File: src/rtl/way_fill_pkg.sv
// Shared state type and sizing helpers for way_fill_writer.
// The critical-word-first variant is selected by defining WAY_FILL_CRITICAL_WORD_EN.
package way_fill_pkg;

   typedef enum logic [1:0] {
      IDLE  = 2'd0,
      FILL  = 2'd1,
      WRITE = 2'd2
   } state_e;

   function automatic int beats_f(input int line_bytes, input int beat_bytes);
      return line_bytes / beat_bytes;
   endfunction

   // Index width over n items; never below one bit so a single-beat line still has a counter.
   function automatic int idx_width_f(input int n);
      return (n <= 1) ? 1 : $clog2(n);
   endfunction

endpackage

File: src/rtl/way_fill_writer_onehot_checker.sv
// Flags whether a vector has exactly one bit set; used to qualify the requested way.
module onehot_checker #(
   parameter int WIDTH = 4
) (
   input  logic [WIDTH-1:0] i_vec,
   output logic             o_is_onehot
);

   // Clearing the lowest set bit leaves zero only for a single-bit vector.
   assign o_is_onehot = (i_vec != '0) && ((i_vec & (i_vec - WIDTH'(1))) == '0);

endmodule

File: src/rtl/way_fill_writer.sv
// Assembles a refill line from BEAT_BYTES-wide beats and writes it into one way with a one-hot enable.
// Define WAY_FILL_CRITICAL_WORD_EN to add i_req_beat, the beat index the fill starts at.
module way_fill_writer
   import way_fill_pkg::*;
#(
   parameter  int LINE_SIZE_BYTES = 64,
   parameter  int WAYS            = 4,
   parameter  int BEAT_BYTES      = 8,
   localparam int BEATS           = beats_f(LINE_SIZE_BYTES, BEAT_BYTES),
   localparam int BEAT_IDX_W      = idx_width_f(BEATS)
) (
   input  logic                         i_clk,
   input  logic                         i_rst,
   input  logic                         i_req_valid,
   output logic                         o_req_ready,
   input  logic [WAYS-1:0]              i_req_way,
`ifdef WAY_FILL_CRITICAL_WORD_EN
   input  logic [BEAT_IDX_W-1:0]        i_req_beat,
`endif
   input  logic                         i_beat_valid,
   output logic                         o_beat_ready,
   input  logic [BEAT_BYTES*8-1:0]      i_beat_data,
   output logic [WAYS-1:0]              o_wr_en,
   output logic [LINE_SIZE_BYTES*8-1:0] o_wr_data,
   output logic                         o_done,
   output logic                         o_err
);

   localparam int                    BEAT_W   = BEAT_BYTES * 8;
   localparam int                    LINE_W   = LINE_SIZE_BYTES * 8;
   localparam logic [BEAT_IDX_W-1:0] LAST_IDX = BEAT_IDX_W'(BEATS - 1);

   state_e                state_q, state_d;
   logic [WAYS-1:0]       way_q, way_d;
   logic [BEAT_IDX_W-1:0] idx_q, idx_d;
   logic [BEAT_IDX_W-1:0] cnt_q, cnt_d;
   logic [LINE_W-1:0]     line_q, line_d;
   logic                  err_q, err_d;

   logic                  way_onehot;
   logic [BEAT_IDX_W-1:0] start_idx;
   logic                  req_ready;
   logic                  beat_ready;
   logic                  req_fire;
   logic                  req_ok;
   logic                  beat_fire;
   logic                  last_beat;

   onehot_checker #(
      .WIDTH (WAYS)
   ) u_way_check (
      .i_vec       (i_req_way),
      .o_is_onehot (way_onehot)
   );

`ifdef WAY_FILL_CRITICAL_WORD_EN
   // Out-of-range start indices only exist when BEATS is not a power of two; they start at 0.
   if (BEATS == (1 << BEAT_IDX_W)) begin : g_start_direct
      assign start_idx = i_req_beat;
   end else begin : g_start_clamp
      assign start_idx = (i_req_beat > LAST_IDX) ? '0 : i_req_beat;
   end
`else
   assign start_idx = '0;
`endif

   assign req_fire  = i_req_valid & req_ready;
   assign req_ok    = req_fire & way_onehot;
   assign beat_fire = i_beat_valid & beat_ready;
   assign last_beat = beat_fire && (cnt_q == LAST_IDX);

   // NOTE: sequential state uses <= so every flop samples pre-edge values regardless of statement order.
   always_ff @(posedge i_clk) begin
      if (i_rst) begin
         state_q <= IDLE;
      end else begin
         state_q <= state_d;
      end
   end

   // NOTE: each always_comb assigns its defaults first so no path leaves a signal unassigned (no latch).
   always_comb begin
      state_d = state_q;
      case (state_q)
         IDLE:    if (req_ok)    state_d = FILL;
         FILL:    if (last_beat) state_d = WRITE;
         WRITE:                  state_d = IDLE;
         default:                state_d = IDLE;
      endcase
   end

   // A reset arriving during WRITE suppresses the write in that same cycle.
   always_comb begin
      req_ready  = 1'b0;
      beat_ready = 1'b0;
      o_wr_en    = '0;
      o_done     = 1'b0;
      case (state_q)
         IDLE:  req_ready  = 1'b1;
         FILL:  beat_ready = 1'b1;
         WRITE: begin
            if (!i_rst) begin
               o_wr_en = way_q;
               o_done  = 1'b1;
            end
         end
         default: ;
      endcase
   end

   always_comb begin
      way_d  = way_q;
      idx_d  = idx_q;
      cnt_d  = cnt_q;
      line_d = line_q;
      err_d  = req_fire & ~way_onehot;
      if (req_ok) begin
         way_d = i_req_way;
         idx_d = start_idx;
         cnt_d = '0;
      end else if (beat_fire) begin
         line_d[int'(idx_q) * BEAT_W +: BEAT_W] = i_beat_data;
         idx_d = (idx_q == LAST_IDX) ? '0 : idx_q + BEAT_IDX_W'(1);
         cnt_d = last_beat ? '0 : cnt_q + BEAT_IDX_W'(1);
      end
   end

   // NOTE: the wide line buffer is reset too, so an aborted fill never leaves stale data on o_wr_data.
   always_ff @(posedge i_clk) begin
      if (i_rst) begin
         way_q  <= '0;
         idx_q  <= '0;
         cnt_q  <= '0;
         line_q <= '0;
         err_q  <= 1'b0;
      end else begin
         way_q  <= way_d;
         idx_q  <= idx_d;
         cnt_q  <= cnt_d;
         line_q <= line_d;
         err_q  <= err_d;
      end
   end

   assign o_req_ready  = req_ready;
   assign o_beat_ready = beat_ready;
   assign o_wr_data    = line_q;
   assign o_err        = err_q;

endmodule

File: config.mk
export PLATFORM = sky130hd
export DESIGN_NAME = way_fill_writer
export DESIGN_NICKNAME = d
export VERILOG_FILES = /design/src/rtl/way_fill_pkg.sv /design/src/rtl/way_fill_writer_onehot_checker.sv /design/src/rtl/way_fill_writer.sv
export SDC_FILE = /design/constraint.sdc
export NUM_CORES = 1
export LEC_CHECK = 0
export BUFFER_PORTS_ARGS = -buffer_cell sky130_fd_sc_hd__buf_4
export CAP_MARGIN = 30
export CORE_MARGIN = 2
export CORE_UTILIZATION = 30
export DETAILED_ROUTE_END_ITERATION = 12
export SLEW_MARGIN = 20
export SYNTH_ARGS = -nofsm -noshare
export SYNTH_HDL_FRONTEND = slang
export SYNTH_SLANG_ARGS = --single-unit
File: constraint.sdc
create_clock -name i_clk -period 6 [get_ports i_clk]
set_clock_uncertainty 0.2 [all_clocks]
set_input_delay 0.6 -clock i_clk [delete_from_list [all_inputs] [get_ports i_clk]]
set_output_delay 0.6 -clock i_clk [all_outputs]
set_load 0.02 [all_outputs]
==> impl_metrics.tcl, run 1 <==
set metrics [dict create \
    area_growth_pct 30.8 \
    crit_type "flip-flop to flip-flop" \
    slowest_delay_ps 770 \
    rsz0062_at_grt "false" \
    cts.clk_slew.worst_paths_ps 60 \
    maxSlewHeadroom_pct 33.1 \
    fin_crit_sh_pct 69.7 \
    cp.depth 8 \
    crit_chain "buf_4, inv_1, ha_1, ha_1, nor4b_4, nand3_4, buf_4, mux2i_1" \
    worstHoldStart "i_beat_data[20]" \
    switchingPower_mw 1.80 \
    startpoint_type "flip-flop" \
    drtAntennaViolNets 0 \
    r2r-start "idx_q[0]" \
    n_fill_cell 7490 \
    die-area_um2 77300 \
    finalSetupTns_ps 0 \
    drc_errors 0 \
    p_sw_share_pct 24.1 \
    layout.cells.non_filler 3871 \
    dr.pass1.iters 5 \
    ctsHoldBuffers 0 \
    drive_above_1_share_pct 26.2 \
    synth_ff_type "dfxtp_1" \
    clk_latency_ps 610 \
    hold_depth 3 \
    cts.repair.resized 0 \
    grt_overflow_total 0 \
    cp_top_family "simple AND/OR/NAND/NOR gates" \
    slowest_stage "ha_1" \
    required_ps 6290 \
    antenna_found_initial 2 \
    fin_nets 2932 \
    placed_cells 3758 \
    worst_pin_slew_ps 1000 \
    post_cts_buffers 0 \
    status "completed" \
    ys_ff_latch 525 \
    rr_endpoint "o_wr_data[282]" \
    yosysSeqAreaShare_pct 46.7 \
    endpoint_kind "flip-flop" \
    die_w_um 278 \
    grt_max_degree 213 \
    rows 100 \
    tritoncts "done" \
    async_flop_share_pct 0 \
    via_count 19700 \
    synth_edf_count 0 \
    hold_path.class "primary input to flip-flop" \
    avgSynthCellArea_um2 9.36 \
    final-setup-viol-count 0 \
    grt_pass1_wl_mm 130 \
    grt_usage_pct 22.0 \
    viasPerCell 5.08 \
    p_leak_nw 12.2 \
    combPwrFrac_pct 5.1 \
    maxCapViolations 0 \
    cts_buffer_depth 3 \
    syn_area_um2 22500 \
    initial_core_util_pct 30.3 \
    gp_congestion 0.785 \
    final-max-slew-violation-count 0 \
    portBuffers 591 \
    grt_pass1_vias 19100 \
    cts-buffers-inserted 58 \
    reg2reg_slack_ps 1820 \
    setup_ws_ps 1820 \
    power.total_mw 7.46 \
    yosys_warnings 0 \
    coreArea_um2 74400 \
    syn_inst 2407 \
    routed_wl_mm 89.3 \
    p_int_mw 5.67 \
    post-place-ws_ps 1830 \
    first_iter_violations 1308 \
    root_buffer "clkbuf_16" \
    cp_data_arrival_time_ps 4470 \
    fmax_ghz 0.239 \
    p_clk_share_pct 47.9 \
    syn_nets 2488 \
    final-hold-violation-count 0 \
    max-vdd-ir-drop_mv 0.197 \
    clock_sinks 525 \
    crit_fanout 33 \
    powerDensity_nw_per_um2 253 \
    hold-path-endpoint "o_wr_data[212]" \
    htreeDepth 2 \
    dp_hpwl_mm 58.5 \
    synthDistinctLibCells 46 \
    wl_per_cell_um 23.1 \
    ff2ff_path_depth 8 \
    seqPwrFrac_pct 47.0 \
    io_pins 592 \
    path_buf_inv 3 \
    fin_crit_ps 4180 \
    die_h_um 278 \
]
## synth_stat cells (2+ instances only)
library cell / instances / area share (%)
a21oi_1: 136 / 3.0
and2_1: 7 / 0.19
nand4b_4: 2 / 0.21
nand2_1: 150 / 2.5
a41oi_1: 2 / 0.078
buf_4: 17 / 0.57
a311oi_1: 4 / 0.16
or3_1: 5 / 0.14
o21ai_0: 192 / 4.3
and3b_1: 3 / 0.12
nor4bb_1: 2 / 0.089
nor4b_4: 2 / 0.21
nor4b_1: 3 / 0.12
or4_1: 2 / 0.067
buf_1: 17 / 0.28
nor3_1: 2 / 0.044
o31ai_1: 8 / 0.27
clkbuf_1: 160 / 2.7
buf_2: 47 / 1.0
a221oi_1: 6 / 0.23
nand3b_1: 53 / 1.8
nand4_1: 201 / 5.6
nand2b_1: 427 / 12
inv_1: 5 / 0.083
ha_1: 9 / 0.50
dfxtp_1: 525 / 47
nor3b_1: 6 / 0.20
mux2_2: 8 / 0.40
or4b_2: 3 / 0.13
nor2_1: 5 / 0.083
nor2b_1: 74 / 2.1
mux2i_1: 304 / 14
buf_6: 5 / 0.25
and4b_1: 3 / 0.13
## cell usage in the layout (no fill, tap or decap), drive strengths merged, types with 3 or more instances in the layout
master  instances
buf           630
dfxtp         525
nand2b        427
mux2i         304
nand4         201
o21ai         192
nand2         150
a21oi         136
clkbuf         88
nor2b          74
nand3b         53
clkinv         13
ha              9
o31ai           9
mux2            8
inv             8
and2            7
nor3b           7
a221oi          6
nor2            6
diode           5
nor4b           5
or3             5
a311oi          4
and4b           3
or4b            3
nand4b          3
and3b           3
## worst max path at each step
stage | slack (ps) | startpoint | to
6_report | 1820 | idx_q[0] | o_wr_data[282]
5_1_grt | 1540 | idx_q[0] | o_wr_data[298]
4_1_cts | 1850 | idx_q[0] | o_wr_data[265]
3_5_place_dp | 1830 | idx_q[0] | o_wr_data[282]
3_3_place_gp | 1990 | idx_q[0] | o_wr_data[279]
2_1_floorplan | 3080 | idx_q[0] | o_wr_data[258]
## sequential cells by signal, indices dropped and copies added (netlist names)
signal and count:
state_q 2, way_q 4, idx_q 3, o_wr_data 512, cnt_q 3, o_err 1
## cell type report
class / count / area (µm²) / share of cell area (%)
Timing Repair Buffer: 630 / 4840 / 16.4
Clock inverter: 18 / 155 / 0.526
Inverter: 5 / 18.8 / 0.0637
Antenna cell: 5 / 12.5 / 0.0425
Clock buffer: 88 / 1720 / 5.85
Multi-Input combinational cell: 1631 / 11000 / 37.3
Sequential cell: 525 / 10500 / 35.7
Tap cell: 969 / 1210 / 4.11
## worst reg2reg max path, cell delays in order, from the launching register on
cell     delay (ps)
dfxtp_1         310
buf_4           290
inv_1           180
ha_1            230
ha_1            770
nor4b_4         700
nand3_4         570
buf_4           580
mux2i_1         240
## power groups by stage
stage | sequential [mW] | clock (mW) | combinational (mW)
CTS | 3.51 | 3.65 | 0.378
finish | 3.51 | 3.57 | 0.381
global placement | 3.59 | 0 | 0.377
floorplan | 3.60 | 0 | 0.194
global route | 3.51 | 3.78 | 0.400
detailed placement | 3.59 | 0 | 0.377
## layer usage
layer,vias up,GRT usage [%],share of wire [%]
met5,-,0,0
met4,0,7.48,3.3
met3,134,5.90,7.8
met2,717,35.8,46
met1,9582,28.0,43
li1,9248,-,-
## logic make-up after synthesis
kind of cell,synth area share (%)
compound gates,8.26
simple gates,25.7
xor+xnor,0.0389
flops,46.7
fa+ha+maj,0.500
mux,13.9
buf+inv,4.89
## metrics by stage
step	hold WS, ps	area [µm²]	util, %
after detailed placement	263	27600	37.0
after CTS	17.0	29400	39.5
after floorplan	253	22500	-
final	65.3	29500	39.6
after global placement	256	27500	36.9
after global routing	53.8	29500	39.6
Note: power is estimated with default switching activity, not from simulation.
==> inputs of run 2 (changes only) <==
--- a/config.mk
+++ b/config.mk
@@ -5,6 +5,7 @@
 export SDC_FILE = /design/constraint.sdc
 export NUM_CORES = 1
 export LEC_CHECK = 0
+export ABC_AREA = 1
 export BUFFER_PORTS_ARGS = -buffer_cell sky130_fd_sc_hd__buf_4
 export CAP_MARGIN = 30
 export CORE_MARGIN = 2
==> constraint.sdc (replaced) <==
create_clock -name i_clk -period 3.4 [get_ports i_clk]
set_clock_uncertainty 0.2 [all_clocks]
set_input_delay 0.34 -clock i_clk [delete_from_list [all_inputs] [get_ports i_clk]]
set_output_delay 0.34 -clock i_clk [all_outputs]
set_load 0.02 [all_outputs]
==> run 2 against run 1 <==
Clock power rose by 83%. Global-route usage rose by 3.8 points. Final cell count rose by 20%. Flip-flop and latch count did not move. Sequential power rose by 77%. Worst setup slack got worse by 1600 ps.
==> impl_metrics.tcl, run 2 <==
set metrics [dict create \
    cts.repair.resized 0 \
    post-place-ws_ps 536 \
    drc_errors 0 \
    drtAntennaViolNets 0 \
    combPwrFrac_pct 8.2 \
    fin_crit_ps 3220 \
    io_pins 592 \
    final-hold-violation-count 0 \
    yosysSeqAreaShare_pct 49.2 \
    coreArea_um2 70300 \
    max-vdd-ir-drop_mv 0.365 \
    routed_wl_mm 98.7 \
    dr.pass1.iters 6 \
    required_ps 3710 \
    synth_edf_count 0 \
    grt_max_degree 122 \
    synthDistinctLibCells 26 \
    syn_area_um2 21400 \
    portBuffers 591 \
    viasPerCell 4.83 \
    synth_largest_area_cell "dfxtp_1" \
    fin_crit_sh_pct 94.7 \
    htreeDepth 2 \
    avgSynthCellArea_um2 6.86 \
    maxCapViolations 0 \
    area_growth_pct 36.3 \
    synth_commonest_cells "1,143 x nor2_1, 525 x dfxtp_1, 374 x nand2_1" \
    worst_pin_slew_ps 980 \
    p_clk_share_pct 47.0 \
    final-setup-viol-count 0 \
    first_iter_violations 2169 \
    ys_top_cells_by_area "dfxtp_1 49%, nor2_1 20%, nand2_1 6.6%, o21ai_0 6.6%, nand3_1 4.2%" \
    root_buffer "clkbuf_16" \
    powerDensity_nw_per_um2 477 \
    cts-buffers-inserted 59 \
    final_cell_mix "1,141 x nor2_1, 622 x buf_4, 524 x dfxtp_1, 370 x nand2_1, 280 x o21ai_0" \
    wl_per_cell_um 21.3 \
    grt_overflow_total 0 \
    finalSetupTns_ps 0 \
    reg2reg_slack_ps 180 \
    gp_congestion 0.848 \
    grt_pass1_vias 20700 \
    crit_type "flip-flop to flip-flop" \
    grt_usage_pct 25.7 \
    p_leak_nw 13.7 \
    die_w_um 271 \
    grt_pass1_wl_mm 141 \
    via_count 22400 \
    clk_latency_ps 600 \
    crit_fanout 52 \
    die_h_um 271 \
    seqPwrFrac_pct 44.8 \
    switchingPower_mw 3.57 \
    p_sw_share_pct 25.7 \
    dp_hpwl_mm 68.3 \
    final-max-slew-violation-count 0 \
    final_common_cell "nor2_1" \
    rows 97 \
    initial_core_util_pct 30.4 \
    hold_path.class "primary input to flip-flop" \
    maxSlewHeadroom_pct 34.6 \
    cts.clk_slew.worst_paths_ps 60 \
    die-area_um2 73400 \
    largest_reg_flops 512 \
    clock_sinks 525 \
    antenna_found_initial 7 \
    startpoint_type "flip-flop" \
    synth_ff_type "dfxtp_1" \
    fin_nets 3722 \
    status "completed" \
    cts_buffer_depth 3 \
    cp_data_arrival_time_ps 3530 \
    syn_nets 3197 \
    final_area_um2 29100 \
    yosysMostFrequentCell "nor2_1" \
    ys_ff_latch 525 \
    rsz0062_at_grt "false" \
    yosys_warnings 0 \
    async_flop_share_pct 0 \
    tritoncts "done" \
    syn_inst 3116 \
    placed_cell_area_um2 26500 \
    setup_ws_ps 180 \
    synth_top_area_share_pct 49.2 \
    drive_above_1_share_pct 20.6 \
    p_int_mw 10.3 \
    endpoint_kind "flip-flop" \
    fmax_ghz 0.311 \
]
==> run 2: worst paths after layout <==
check | cells after the start | start | to
max | 7 | state_q[0] | o_wr_data[347]
min reg2reg | 2 | cnt_q[1] | cnt_q[1]
max reg2reg | 7 | state_q[0] | o_wr_data[347]
min | 5 | i_beat_data[55] | o_wr_data[119]
==> run 2: timing repair <==
| action | in CTS | in global routing |
|---|---|---|
| endpoints found under the hold margin | 99 | 0 |
| buffers inserted | 0 | 0 |
| hold buffers | 61 | 0 |
==> run 2: stage by stage <==
stage / utilization [%] / total power [mW] / hold WS (ps) / std cells
floorplan: - / 6.93 / 245 / 3116
finish: 41.5 / 13.9 / 32.0 / 4633
global placement: 37.8 / 7.44 / 252 / 4459
CTS: 41.4 / 14.0 / 1.80 / 4629
global route: 41.4 / 14.3 / 68.8 / 4629
detailed placement: 37.8 / 7.44 / 259 / 4459
==> run 2: power groups by stage <==
| stage | Sequential (mW) | Combinational (mW) | Clock (mW) |
|---|---|---|---|
| after global routing | 6.23 | 1.21 | 6.88 |
| after global placement | 6.37 | 1.08 | 0 |
| after CTS | 6.23 | 1.13 | 6.63 |
| final | 6.23 | 1.13 | 6.53 |
| after detailed placement | 6.37 | 1.07 | 0 |
| after floorplan | 6.41 | 0.515 | 0 |
==> run 2: final cells by class <==
type                            count  area, µm²
Antenna cell                        4       10.0
Clock buffer                       95       1830
Clock inverter                     14        136
Fill cell                        7361      41100
Inverter                          166        636
Multi-Input combinational cell   2193       9280
Sequential cell                   525      10500
Tap cell                          940       1180
Timing Repair Buffer              696       5540
==> run 2: critical path, stage by stage, from the launching register on <==
cell and delay (ps):
dfxtp_1 430, nand3_4 310, inv_6 470, nand3_2 570, buf_12 380, nand2_1 70
a21oi_1 60, dlygate4sd3_1 570
==> run 2: per-layer routing <==
layer / vias to the layer above / GRT usage, % / share of wire [%]
met4: 0 / 10.5 / 4.2
met2: 891 / 41.5 / 46
met1: 10500 / 32.7 / 41
met3: 170 / 6.56 / 8.6
li1: 10800 / - / -
met5: - / 0 / 0
==> run 2: cells by family after synthesis <==
kind of cell	after synthesis	synth area share, %
AO/OA/AOI/OAI	371	8.69
flip-flops	525	49.2
buffers and inverters	398	7.78
AND/OR/NAND/NOR	1813	33.8
adder cells (fa/ha/maj)	9	0.527
